### src/rtl/cpu_defs_pkg.sv
// Shared CPU-wide widths and the write-request record exchanged between WB, the LLU and the regfile.
package cpu_defs_pkg;
    localparam int REG_AW   = 5;
    localparam int DATA_W   = 32;
    localparam int NUM_REGS = 1 << REG_AW;

    typedef struct packed {
        logic [REG_AW-1:0] wa;
        logic [DATA_W-1:0] wd;
    } wb_req_t;
endpackage

### src/rtl/rf_wb_fifo.sv
// Small synchronous FIFO buffering LLU results until the regfile write port is free.
module rf_wb_fifo
    import cpu_defs_pkg::*;
#(
    parameter int DEPTH = 2
) (
    input  logic    clk,
    input  logic    rst,
    input  logic    i_push,
    input  wb_req_t i_data,
    input  logic    i_pop,
    output logic    o_full,
    output logic    o_empty,
    output wb_req_t o_head
);
    localparam int PW = $clog2(DEPTH);
    localparam logic [PW:0] FULL_CNT = (PW+1)'(DEPTH);

    wb_req_t        r_mem [DEPTH];
    logic [PW-1:0]  r_rd_ptr;
    logic [PW-1:0]  r_wr_ptr;
    logic [PW:0]    r_cnt;
    logic           w_push;
    logic           w_pop;

    assign o_full  = (r_cnt == FULL_CNT);
    assign o_empty = (r_cnt == '0);
    assign o_head  = r_mem[r_rd_ptr];
    assign w_push  = i_push & ~o_full;
    assign w_pop   = i_pop & ~o_empty;

    // Power-of-two depth lets the pointers wrap by plain overflow.
    always_ff @(posedge clk) begin
        if (rst) begin
            r_rd_ptr <= '0;
            r_wr_ptr <= '0;
            r_cnt    <= '0;
        end else begin
            if (w_push) begin
                r_mem[r_wr_ptr] <= i_data;
                r_wr_ptr        <= r_wr_ptr + 1'b1;
            end
            if (w_pop)
                r_rd_ptr <= r_rd_ptr + 1'b1;
            case ({w_push, w_pop})
                2'b10:   r_cnt <= r_cnt + 1'b1;
                2'b01:   r_cnt <= r_cnt - 1'b1;
                default: r_cnt <= r_cnt;
            endcase
        end
    end
endmodule

### src/rtl/rf_wb_arbiter.sv
// Regfile write-port arbiter: WB pipe has priority, buffered LLU results fill idle slots,
// a scoreboard tracks outstanding LLU destinations and a starvation counter requests WB stalls.
module rf_wb_arbiter
    import cpu_defs_pkg::*;
#(
    parameter int FIFO_DEPTH = 2,
    parameter int STARVE_MAX = 4
) (
    input  logic              clk,
    input  logic              rst,
    input  logic              stallW,
    input  logic              pipe_we,
    input  logic [REG_AW-1:0] pipe_wa,
    input  logic [DATA_W-1:0] pipe_wd,
    input  logic              llu_issue_valid,
    input  logic [REG_AW-1:0] llu_issue_wa,
    output logic              llu_issue_ready,
    input  logic              llu_req,
    input  logic [REG_AW-1:0] llu_wa,
    input  logic [DATA_W-1:0] llu_wd,
    output logic              llu_ready,
    output logic              rf_we,
    output logic [REG_AW-1:0] rf_wa,
    output logic [DATA_W-1:0] rf_wd,
    input  logic [REG_AW-1:0] q_ra1,
    input  logic [REG_AW-1:0] q_ra2,
    output logic              q_busy1,
    output logic              q_busy2,
    output logic              wb_hold,
    output logic [NUM_REGS-1:0] busy_vec
);
    localparam int SW = $clog2(STARVE_MAX + 1);
    localparam logic [SW-1:0] SMAX = SW'(STARVE_MAX);

    logic [NUM_REGS-1:0] r_busy;
    logic [SW-1:0]       r_starve;
    logic                w_full;
    logic                w_empty;
    wb_req_t             w_head;
    wb_req_t             w_push_data;
    logic                w_pipe_wr;
    logic                w_grant;
    logic                w_issue_acc;
    logic [NUM_REGS-1:0] w_set;
    logic [NUM_REGS-1:0] w_clr;

    assign w_push_data = '{wa: llu_wa, wd: llu_wd};

    rf_wb_fifo #(.DEPTH(FIFO_DEPTH)) u_fifo (
        .clk     (clk),
        .rst     (rst),
        .i_push  (llu_req & llu_ready),
        .i_data  (w_push_data),
        .i_pop   (w_grant),
        .o_full  (w_full),
        .o_empty (w_empty),
        .o_head  (w_head)
    );

    // Outputs are forced to their idle values while reset is held.
    assign w_pipe_wr = ~rst & pipe_we & ~stallW & (pipe_wa != '0);
    assign w_grant   = ~rst & ~w_empty & ~w_pipe_wr;

    assign rf_we = w_pipe_wr | (w_grant & (w_head.wa != '0));
    assign rf_wa = w_pipe_wr ? pipe_wa : w_head.wa;
    assign rf_wd = w_pipe_wr ? pipe_wd : w_head.wd;

    assign llu_ready       = rst | ~w_full;
    assign llu_issue_ready = rst | ~r_busy[llu_issue_wa];
    assign w_issue_acc     = ~rst & llu_issue_valid & ~r_busy[llu_issue_wa];

    assign w_set = w_issue_acc ? (NUM_REGS'(1) << llu_issue_wa) : '0;
    assign w_clr = w_grant     ? (NUM_REGS'(1) << w_head.wa)    : '0;

    always_ff @(posedge clk) begin
        if (rst)
            r_busy <= '0;
        else
            r_busy <= ((r_busy & ~w_clr) | w_set) & ~NUM_REGS'(1);
    end

    always_ff @(posedge clk) begin
        if (rst || w_empty || w_grant)
            r_starve <= '0;
        else if (r_starve != SMAX)
            r_starve <= r_starve + 1'b1;
    end

    assign wb_hold  = ~rst & (r_starve == SMAX);
    assign q_busy1  = ~rst & r_busy[q_ra1];
    assign q_busy2  = ~rst & r_busy[q_ra2];
    assign busy_vec = r_busy;
endmodule

### config.mk
export PLATFORM = sky130hd
export DESIGN_NAME = rf_wb_arbiter
export DESIGN_NICKNAME = d
export VERILOG_FILES = /design/src/rtl/cpu_defs_pkg.sv /design/src/rtl/rf_wb_fifo.sv /design/src/rtl/rf_wb_arbiter.sv
export SDC_FILE = /design/constraint.sdc
export NUM_CORES = 1
export LEC_CHECK = 0
export BUFFER_PORTS_ARGS = -buffer_cell sky130_fd_sc_hd__buf_2
export CAP_MARGIN = 25
export CORE_ASPECT_RATIO = 1.2
export CORE_MARGIN = 10
export CORE_UTILIZATION = 40
export DETAILED_ROUTE_END_ITERATION = 8
export PLACE_DENSITY = 0.71
export SYNTH_ARGS = -nofsm -noshare
export SYNTH_HDL_FRONTEND = slang
export SYNTH_SLANG_ARGS = --single-unit
### constraint.sdc
create_clock -name clk -period 4.85 [get_ports clk]
set_input_delay 0.485 -clock clk [delete_from_list [all_inputs] [get_ports clk]]
set_output_delay 0.485 -clock clk [all_outputs]
set_load 0.05 [all_outputs]
==> results.py <==
metrics = {
    "floorplan": {
        "io_pins": 170,
        "die_area_um2": 19700,
        "die_h_um": 152,
        "dieWidth_um": 130,
        "rows": 48,
        "start_util_pct": 40.4,
        "core_um2": 14300,
    },
    "setup_path": {
        "cp_max_fo": 60,
        "path_cells": "buf_2, nor3b_1, o21a_2, buf_12, nand2_1, o21ai_0, buf_2",
        "cp.required_ns": 4.37,
        "crit_path_start": "rst",
        "crit_arrival_ns": 2.57,
        "cp.buffers_inverters": 3,
        "r2r_setup_slack_ns": 2.73,
        "crit_path_top_delay_cell": "nor3b_1",
        "slowest_delay_ns": 0.59,
        "crit_top_cell": "buf_2",
        "crit_type": "in -> out",
        "cp-start-kind": "input port",
        "cp_top_family": "buffers and inverters",
        "end_kind": "primary output",
    },
    "drt": {
        "drc_errors": 0,
        "wl_um": 16400,
        "routed_via_density": 5.66,
        "drtPass1Iterations": 8,
        "vias": 4803,
        "postRouteAntennaNets": 0,
        "dr.first_iter.drc_count": 350,
        "wl_per_cell_um": 19.3,
    },
    "timing": {
        "rsz0062_at_grt": "no",
        "fin_crit_sh_pct": 63.1,
        "maxSlewViolCount": 0,
        "hold_viol": 0,
        "period_minus_slack_ns": 3.06,
        "fmax_ghz": 0.327,
        "finalClockSkew_ns": 0.00878,
        "setup_ws_ns": 1.79,
        "setup-tns-final_ns": 0,
        "tightest_slew_ns": 0.910,
        "slew_headroom_pct": 39.3,
        "setup_viol": 0,
    },
    "min_path": {
        "hp-start": "llu_wd[18]",
        "hold_path.class": "in -> reg",
    },
    "power_and_ir_drop": {
        "power_density_nw_per_um2": 432,
        "irDropWorstVdd_mv": 0.278,
        "total_power_w": 0.00315,
        "leakage_nw": 2.69,
    },
    "global_route": {
        "grt_pass1_vias": 4945,
        "grt_pass1_wl_um": 25500,
        "grt_start_max_net_pins": 69,
        "overflow": 0,
        "antenna_found_initial": 3,
        "grt_use_total_pct": 16.5,
    },
    "place": {
        "dp_cells": 814,
        "gp_congestion": 0.873,
        "dp_hpwl_um": 12000,
        "pre_cts_slack_ns": 1.30,
        "io_buffer_count": 168,
    },
    "synth": {
        "synth-async-reset-ratio_pct": 0,
        "syn_nets": 599,
        "ys_warn_count": 0,
        "netlist_instances": 501,
        "synth-seq-cells": 113,
        "syn_area_per_cell_um2": 11.5,
        "yosysSeqAreaShare_pct": 52.0,
        "synth_cell_types": 49,
        "yosys_most_used_dff": "edfxtp_1",
        "synth-edff-count": 74,
        "synth.cell_area_um2": 5780,
    },
    "layout": {
        "layout_commonest_cell": "buf_2",
        "area_growth_pct": 26.3,
        "layout.nets": 757,
        "mostFrequentLayoutCells": "168 x buf_2, 74 x edfxtp_1, 42 x nand2_1, 42 x o21ai_0, 39 x mux2i_1",
        "final_layout_size_suffix_gt1_share_pct": 35.1,
        "fin_cells": 848,
    },
    "clocking": {
        "ctsResizeCount": 0,
        "numCtsBuffers": 17,
        "clk_pin_slew_ns": 0.06,
        "htreeDepth": 4,
        "cts_buffer_depth": 2,
        "cts_root_buf": "clkbuf_16",
        "hold_buffers": 0,
        "clk_latency_ns": 0.40,
        "clock_sinks": 113,
        "cts_tree": "done",
        "post_cts_buffers": 0,
    },
    "status": {
        "status": "completed",
    },
    "flow_run": {
        "max_cap_viol_count": 0,
    },
}
==> synthesized netlist by cell type (3+ instances only) <==
library cell | number | area [um2]
o32ai_1 | 31 | 272
edfxtp_1 | 74 | 2220
mux2i_1 | 39 | 390
nor4_1 | 31 | 194
nor2b_1 | 4 | 25.0
or3_1 | 7 | 43.8
dfxtp_1 | 39 | 781
and3b_1 | 6 | 52.6
mux2_2 | 4 | 45.0
nor3b_1 | 5 | 37.5
nor2_1 | 15 | 56.3
nand2_1 | 42 | 158
o21ai_0 | 42 | 210
nor3_1 | 6 | 30.0
buf_2 | 14 | 70.1
nand2b_1 | 5 | 31.3
buf_6 | 5 | 56.3
mux4_2 | 20 | 450
a41oi_1 | 4 | 35.0
ha_1 | 3 | 37.5
a21oi_1 | 9 | 45.0
a31oi_1 | 4 | 25.0
clkbuf_1 | 16 | 60.1
inv_1 | 38 | 143
==> metal layers <==
metal | GRT usage (%) | routed length [um] | share of wire, %
met3 | 7.55 | 1910 | 12
met1 | 18.7 | 6420 | 39
met4 | 6.19 | 253 | 1.5
met5 | 0 | 25 | 0.15
met2 | 26.8 | 7790 | 47
==> cell type report <==
| type | instances | area [um2] |
|---|---|---|
| fillers | 1258 | 7000 |
| flip-flops and latches | 113 | 3000 |
| multi-input cells | 314 | 2450 |
| repair buffers | 175 | 906 |
| clock buffers | 18 | 429 |
| well taps | 175 | 219 |
| clock inverters | 14 | 145 |
| inverters | 38 | 143 |
| diodes | 1 | 2.50 |
==> final timing paths <==
| kind | end | cells after the start |
|---|---|---|
| max | rf_wd[29] | 7 |
| min | u_fifo.r_mem[1][18] | 1 |
| max reg2reg | busy_vec[7] | 4 |
| min reg2reg | flop | 2 |
==> stage by stage <==
| step | hold slack [ns] | utilization, % | instance area, um2 |
|---|---|---|---|
| 2_1_floorplan | 0.480 | - | 5780 |
| 3_3_place_gp | 0.494 | 46.9 | 6700 |
| 3_5_place_dp | 0.500 | 46.9 | 6700 |
| 4_1_cts | 0.249 | 50.9 | 7270 |
| 5_1_grt | 0.244 | 51.0 | 7290 |
| 6_report | 0.264 | 51.1 | 7300 |
==> power breakdown <==
part,internal [W],switching [W],total (W)
Sequential,0.00111,0.0000461,0.00115
Combinational,0.000224,0.000580,0.000804
Clock,0.000722,0.000475,0.00120
==> worst reg2reg max path: cells and delay by family (launching register included) <==
family	cells	cell delay [ns]
flip-flops	1	0.53
AND/OR/NAND/NOR	2	0.90
multiplexers	1	0.43
AO/OA/AOI/OAI	1	0.12
==> sequential cells by signal, summed over array words and instances (netlist names), named ones only <==
| signal | cells |
|---|---|
| u_fifo.r_mem | 74 |
| r_starve | 3 |
| busy_vec | 31 |
| u_fifo.r_wr_ptr | 1 |
| u_fifo.r_cnt | 2 |
| u_fifo.r_rd_ptr | 1 |
==> logic make-up after synthesis <==
group	count (synthesis)	synth area share, %
flip-flops	113	52.0
buffers and inverters	74	5.83
adder cells (fa/ha/maj)	3	0.650
AO/OA/AOI/OAI	105	12.3
AND/OR/NAND/NOR	138	13.2
XOR/XNOR	4	0.607
multiplexers	63	15.3
other	1	0.0649
No activity file was read; power rests on OpenSTA's default activity.
